$ cat src/rtl/stack_mem_ctrl.sv
// stack_mem_ctrl: sequences push/pop/peek/clear commands onto a single-port
// synchronous stack RAM, owns the stack pointer and reports done/err.
module stack_mem_ctrl #(
  parameter int DATA_W = 8,
  parameter int ADDR_W = 5
) (
  input  logic              clk,
  input  logic              rst,
  input  logic              op_valid,
  input  logic [1:0]        op,
  input  logic [DATA_W-1:0] wdata,
  output logic              op_ready,
  output logic              done,
  output logic              err,
  output logic [DATA_W-1:0] rdata,
  output logic [ADDR_W:0]   sp,
  output logic              full,
  output logic              empty,
  output logic [ADDR_W-1:0] mem_addr,
  output logic              mem_we,
  output logic [DATA_W-1:0] mem_wdata,
  input  logic [DATA_W-1:0] mem_rdata
);

  localparam int DEPTH = 2 ** ADDR_W;
  localparam logic [ADDR_W:0] SP_MAX = (ADDR_W + 1)'(DEPTH);
  localparam logic [ADDR_W:0] SP_ONE = (ADDR_W + 1)'(1);

  typedef enum logic [2:0] {
    S_IDLE, S_WRITE, S_READ, S_CAPTURE, S_DONE, S_ERR
  } state_t;

  typedef enum logic [1:0] {
    OP_PUSH  = 2'b00,
    OP_POP   = 2'b01,
    OP_PEEK  = 2'b10,
    OP_CLEAR = 2'b11
  } op_t;

  state_t          state;
  op_t             op_q;
  logic [ADDR_W:0] sp_dec;

  assign sp_dec   = sp - SP_ONE;
  assign op_ready = (state == S_IDLE);
  assign full     = (sp == SP_MAX);
  assign empty    = (sp == '0);

  // Command sequencer; outputs are registered on the transition into the
  // state that owns them so mem_we/mem_addr/done line up with that state.
  always_ff @(posedge clk) begin
    if (rst) begin
      state     <= S_IDLE;
      op_q      <= OP_PUSH;
      sp        <= '0;
      rdata     <= '0;
      done      <= 1'b0;
      err       <= 1'b0;
      mem_we    <= 1'b0;
      mem_addr  <= '0;
      mem_wdata <= '0;
    end else begin
      done   <= 1'b0;
      err    <= 1'b0;
      mem_we <= 1'b0;
      case (state)
        S_IDLE: begin
          if (op_valid) begin
            op_q <= op_t'(op);
            case (op_t'(op))
              OP_PUSH: begin
                if (full) begin
                  state <= S_ERR;
                  done  <= 1'b1;
                  err   <= 1'b1;
                end else begin
                  state     <= S_WRITE;
                  mem_we    <= 1'b1;
                  mem_addr  <= sp[ADDR_W-1:0];
                  mem_wdata <= wdata;
                end
              end
              OP_POP, OP_PEEK: begin
                if (empty) begin
                  state <= S_ERR;
                  done  <= 1'b1;
                  err   <= 1'b1;
                end else begin
                  state    <= S_READ;
                  mem_addr <= sp_dec[ADDR_W-1:0];
                end
              end
              default: begin
                sp    <= '0;
                state <= S_DONE;
                done  <= 1'b1;
              end
            endcase
          end
        end
        S_WRITE: begin
          sp       <= sp + SP_ONE;
          state    <= S_DONE;
          done     <= 1'b1;
          mem_addr <= '0;
        end
        S_READ: begin
          state <= S_CAPTURE;
        end
        S_CAPTURE: begin
          rdata <= mem_rdata;
          if (op_q == OP_POP) sp <= sp_dec;
          state    <= S_DONE;
          done     <= 1'b1;
          mem_addr <= '0;
        end
        default: begin
          state <= S_IDLE;
        end
      endcase
    end
  end

endmodule

$ cat config.mk
export PLATFORM = sky130hd
export DESIGN_NAME = stack_mem_ctrl
export DESIGN_NICKNAME = d
export VERILOG_FILES = /design/src/rtl/stack_mem_ctrl.sv
export SDC_FILE = /design/constraint.sdc
export NUM_CORES = 1
export LEC_CHECK = 0
export ABC_AREA = 1
export BUFFER_PORTS_ARGS = -buffer_cell sky130_fd_sc_hd__buf_4
export CORE_MARGIN = 1.5
export CORE_UTILIZATION = 51
export DETAILED_ROUTE_END_ITERATION = 12
export HOLD_SLACK_MARGIN = 0.15
export PLACE_DENSITY_LB_ADDON = 0.3
export SLEW_MARGIN = 0
export SYNTH_ARGS = -nofsm -noshare
export SYNTH_HDL_FRONTEND = slang
export SYNTH_SLANG_ARGS = --single-unit
$ cat constraint.sdc
create_clock -name clk -period 1.9 [get_ports clk]
set_input_delay 0.38 -clock clk [delete_from_list [all_inputs] [get_ports clk]]
set_output_delay 0.38 -clock clk [all_outputs]
set_load 0.005 [all_outputs]
==> metrics.cfg, run 1 <==
[global_routing]
globalRouteOverflowTotal=0
wire_length_of_the_first_global_routing_pass_um=7530
antenna_found_initial=0
grt_start_max_net_pins=32
grtUsageTotal_pct=23.6
vias_in_the_first_global_route=1653

[layout]
layout.filler_cells=292
insertedDiodeCount=0
nets=342
final_cell_area_um2=2420
multi_input_comb_area_um2=1010
sequential_cell_area_um2=702
fin_cells=363
post_route_cells_drive_above_1_share_pct=28.4
flow.area_growth_from_synthesis_pct=27.9

[timing]
timing.fmax_mhz=561
grt_setup_unrepaired=false
finalSetupViolations=0
timing.final.crit_share_pct=93.9
slew_headroom_pct=68.5
final-hold-violation-count=0
tightestPinTransition_ns=0.472
finalSetupTns_ns=0
timing.final.crit_period_ns=1.78
clock-skew-final_ns=0.00481
drv_slew=0

[logic_synthesis]
yosys_warnings=0
synthesis.instances=263
yosysSeqAreaShare_pct=37.1
yosysTopAreaCellShare_pct=37.1
synth_commonest_cells=nor2_1, dfxtp_1, nand2_1
postSynthNetCount=289
syn-mean-instance-area_um2=7.18
synthFlopType=dfxtp_1
yosys.area.top_type=dfxtp_1
netlist-cell-type-count=31
synth.most_common_cell=nor2_1
asyncSetResetFlopFracSynth_pct=0
synth_edf_count=0
post_synth_instance_area_um2=1890
post_synth_main_area_contributors=dfxtp_1, nor2_1, nand2_1, a21oi_1, nand3_1
postSynthRegisterBits=35

[critical_path]
crit-reg2reg-launch=sp[0]
critPathCaptureType=output pin
path_max_fanout=9
timing.rr.end=mem_wdata[2]
required_ns=1.52
setup.worst_path.start_class=flop
crit_arrival_ns=1.40
minimum_setup_slack_among_reg_to_reg_paths_ns=0.34
reg2regPathDepth=6
worst-setup-path-type=reg -> out

[drt]
detail_route.wl_per_cell_um=12.0
route.detailed.vias_per_inst=5.06
num_vias=1835
drcViolationCount=0
antenna_violating_nets_post_route=0
totalWireLength_um=4350
firstDrtPassIters=4
dr.first_iter.drc_count=88

[power]
worst_vdd_drop_mv=0.643
net_switching_component_of_the_power_w=0.00139
power.density_cell_area_nw_per_um2=1390
power.share.clock_pct=19.8
sw_share_pct=41.5
combinationalPowerShare_pct=47.7
p_int_w=0.00196
reg_power_share_pct=32.5
p_leak_nw=1.17

[clock_network]
clkLatencyLatePin_ns=0.29
cts-root-to-sink-buffers=2
tritoncts=built
postCtsSetupRepairBufs=0
reg_clk_slew_reported_paths_ns=0.07
cts_root_buffer=clkbuf_8
cts_max_level=2
clock_sinks=35
hold_buffers=0
cts_inserted_buffers=5

[die]
rows=21
die_w_um=63.9
pin_count=54
initial_core_util_pct=54.9
placeableCoreArea_um2=3440
die_area_um2=4080
fp.dieH_um=63.9

[worst_hold_path]
holdCritStartpoint=rst
whs_endpoint=state[2]
kind_of_path_behind_the_tightest_hold_check=in -> reg
worstHoldPathCells=2

[outcome]
status=completed

[placement]
finalWeightedCongestion=0.864
placement_stage_cell_area_um2=2300
hpwl_um=3080
port_buffers=53
dp_cells=355

[job]
drv.max_cap_violation_count=0

cells by family after synthesis:
logic type      share of synthesized area [%]
fa+ha+maj                                3.31
buf+inv                                  9.60
xor+xnor                                0.927
simple gates                             33.8
compound gates                           15.3
flops                                    37.1
critical path, cell delays in order, from the launching register on:
cell and delay (ns):
dfxtp_1 0.37, inv_4 0.13, ha_1 0.19, nand2_1 0.06, nor2_1 0.21, buf_4 0.16
state kept, by name, summed over array words and instances, names as in the netlist:
signal and flops:
done 1, err 1, mem_addr 5, mem_wdata 8, mem_we 1, op_q 2, rdata 8, sp 6
state 3
how the worst max path moves through the flow:
stage	start	to	slack, ns	cells past startpoint
global placement	sp[0]	mem_wdata[4]	0.17	6
finish	sp[0]	full	0.12	5
detailed placement	sp[0]	mem_wdata[3]	0.14	6
floorplan	sp[0]	mem_wdata[7]	0.38	7
CTS	sp[0]	empty	0.03	5
global route	sp[0]	empty	0.03	5
timing repair:
action	in CTS	in global routing
endpoints found under the setup margin	2	2
pin swaps	0	0
resized for setup	1	2
layout by cell type (no fill, tap or decap), drive strengths merged, types with 2 or more instances in the layout:
cell,netlist,layout
clkinv,2,3
dfxtp,35,35
o21ai,29,29
xor2,2,2
clkbuf,3,5
ha,5,5
nor2,56,56
a21oi,23,23
nand3,24,24
buf,6,55
inv,30,31
nand2,42,42
cell type report:
type,count,area share [%]
tap,46,2.38
sequential,35,29.1
clock buffer,5,2.85
multi-input combinational,187,41.7
timing repair buffer,55,17.1
clock inverter,3,1.81
inverter,32,5.13
power by group through the flow:
stage | registers (W) | clock network (W) | logic [W]
5_1_grt | 0.00112 | 0.000722 | 0.00181
6_report | 0.00109 | 0.000665 | 0.00160
3_3_place_gp | 0.00110 | 0 | 0.00155
4_1_cts | 0.00108 | 0.000677 | 0.00160
3_5_place_dp | 0.00110 | 0 | 0.00158
2_1_floorplan | 0.00103 | 0 | 0.00116
stage by stage:
step / setup WS (ns) / hold slack [ns] / util, % / total power [W]
global route: 0.0268 / 0.260 / 70.2 / 0.00365
detailed placement: 0.139 / 0.436 / 66.8 / 0.00267
finish: 0.116 / 0.267 / 70.2 / 0.00335
global placement: 0.168 / 0.433 / 66.8 / 0.00265
CTS: 0.0309 / 0.260 / 70.1 / 0.00336
floorplan: 0.377 / 0.429 / - / 0.00219
layer usage:
layer  vias to the layer above  wire [µm]  GRT usage, %
met4                         0         44          8.15
met5                         -          0             0
met3                         6        222          6.69
met2                        41       2110          36.5
met1                       834       1980          31.5
li1                        954          -             -
No activity file was read; power rests on OpenSTA's default activity.
==> run 2, diff against run 1 <==
--- a/config.mk
+++ b/config.mk
@@ -7,7 +7,7 @@
 export LEC_CHECK = 0
 export ABC_AREA = 1
 export BUFFER_PORTS_ARGS = -buffer_cell sky130_fd_sc_hd__buf_4
-export CORE_MARGIN = 1.5
+export CORE_MARGIN = 4
 export CORE_UTILIZATION = 51
 export DETAILED_ROUTE_END_ITERATION = 12
 export HOLD_SLACK_MARGIN = 0.15
==> metrics.cfg, run 2 (synthesized netlist as in run 1, its figures left out) <==
[timing]
clock-skew-final_ns=0.00881
timing.final.crit_period_ns=1.78
grt_setup_unrepaired=false
tightestPinTransition_ns=0.496
finalSetupViolations=0
slew_headroom_pct=66.9
finalSetupTns_ns=0
setup_ws_ns=0.121
timing.fmax_mhz=562
drv_slew=0
timing.final.crit_share_pct=93.6
final-hold-violation-count=0

[global_routing]
vias_in_the_first_global_route=1706
globalRouteOverflowTotal=0
antenna_found_initial=0
grt_start_max_net_pins=24
grtUsageTotal_pct=20.6
wire_length_of_the_first_global_routing_pass_um=7310

[drt]
detail_route.wl_per_cell_um=12.0
totalWireLength_um=4370
firstDrtPassIters=4
dr.first_iter.drc_count=119
route.detailed.vias_per_inst=5.06
antenna_violating_nets_post_route=0
drcViolationCount=0
num_vias=1838

[job]
drv.max_cap_violation_count=0

[outcome]
status=completed

[worst_hold_path]
worstHoldPathCells=2
kind_of_path_behind_the_tightest_hold_check=in -> reg

[die]
rows=21
fp.dieH_um=68.9
initial_core_util_pct=54.5
die_area_um2=4740
die_w_um=68.9
placeableCoreArea_um2=3470
pin_count=54

[layout]
mostFrequentLayoutCell=buf_4
flow.area_growth_from_synthesis_pct=27.9
layout_common_cells=buf_4, nor2_1, nand2_1, dfxtp_1, inv_1
post_route_cells_drive_above_1_share_pct=28.7
nets=342
finish.utilization_pct=69.7
layout.filler_cells=326
reg.largest.list=mem_wdata x8, rdata x8, sp x6
insertedDiodeCount=0

[power]
design_power_total_w=0.00335
worst_vdd_drop_mv=0.572
p_leak_nw=1.17
power.density_cell_area_nw_per_um2=1390

[critical_path]
path_max_fanout=9
critPathCaptureType=output pin
crit_arrival_ns=1.40
reg2regPathDepth=6
worst-setup-path-type=reg -> out
required_ns=1.52
setup.worst_path.start_class=flop

[clock_network]
cts_max_level=2
cts_root_buffer=clkbuf_8
tritoncts=built
clkLatencyLatePin_ns=0.29
clock_sinks=35
postCtsSetupRepairBufs=0
cts_inserted_buffers=5
cts-root-to-sink-buffers=2
reg_clk_slew_reported_paths_ns=0.07

[placement]
finalWeightedCongestion=0.872
port_buffers=53
placement.setup.worst_slack_ns=0.196
hpwl_um=3260

==> run 2: changes by cell type in the layout (fill, tap and decap cells not counted), sizes merged <==
cell and delta:
inv -1, clkinv +1
==> run 2: timing repair <==
item	in CTS	in global routing
gates resized for setup	1	2
setup endpoints to repair	1	2
hold buffers	0	0
pin swaps	0	0
==> run 2: worst max-delay path, stage by stage, from the launching register on <==
cell	delay [ns]
dfxtp_2	0.37
clkinv_2	0.13
ha_1	0.25
nand3_1	0.14
inv_1	0.08
buf_4	0.14
==> run 2: per-layer routing <==
layer	wire, µm	GRT usage, %	share of wire (%)	up-vias
met1	2040	25.5	47	831
met2	1960	32.9	45	49
met5	0	0	0	-
met3	330	6.48	7.5	5
met4	37	8.27	0.85	0
li1	-	-	-	953
==> run 2: cell type report <==
class | instances | area (µm²) | area share (%)
Tap cell | 46 | 57.6 | 2.38
Clock buffer | 5 | 68.8 | 2.85
Clock inverter | 3 | 43.8 | 1.81
Timing Repair Buffer | 55 | 413 | 17.1
Multi-Input combinational cell | 187 | 1010 | 41.7
Inverter | 32 | 123 | 5.08
Sequential cell | 35 | 703 | 29.1
==> run 2: path summary, 6_finish.rpt <==
| path | start | to | slack (ns) |
|---|---|---|---|
| setup reg to reg | sp[0] | mem_wdata[3] | 0.40 |
| hold reg to reg | mem_wdata[3] | mem_wdata[3] | 0.45 |
| hold / removal | rst | state[2] | 0.27 |
| setup / recovery | sp[0] | empty | 0.12 |
==> run 2: stage by stage <==
step	area (µm²)	std cells	hold WS, ns
2_1_floorplan	1890	263	0.429
3_3_place_gp	2300	355	0.434
3_5_place_dp	2300	355	0.439
4_1_cts	2410	363	0.263
5_1_grt	2420	363	0.272
6_report	2420	363	0.270
==> run 2: report_power, final <==
| group | switching, W | internal (W) |
|---|---|---|
| clock | 0.000284 | 0.000390 |
| sequential | 0.000195 | 0.000899 |
| combinational | 0.000908 | 0.000675 |
| total | 0.00139 | 0.00196 |
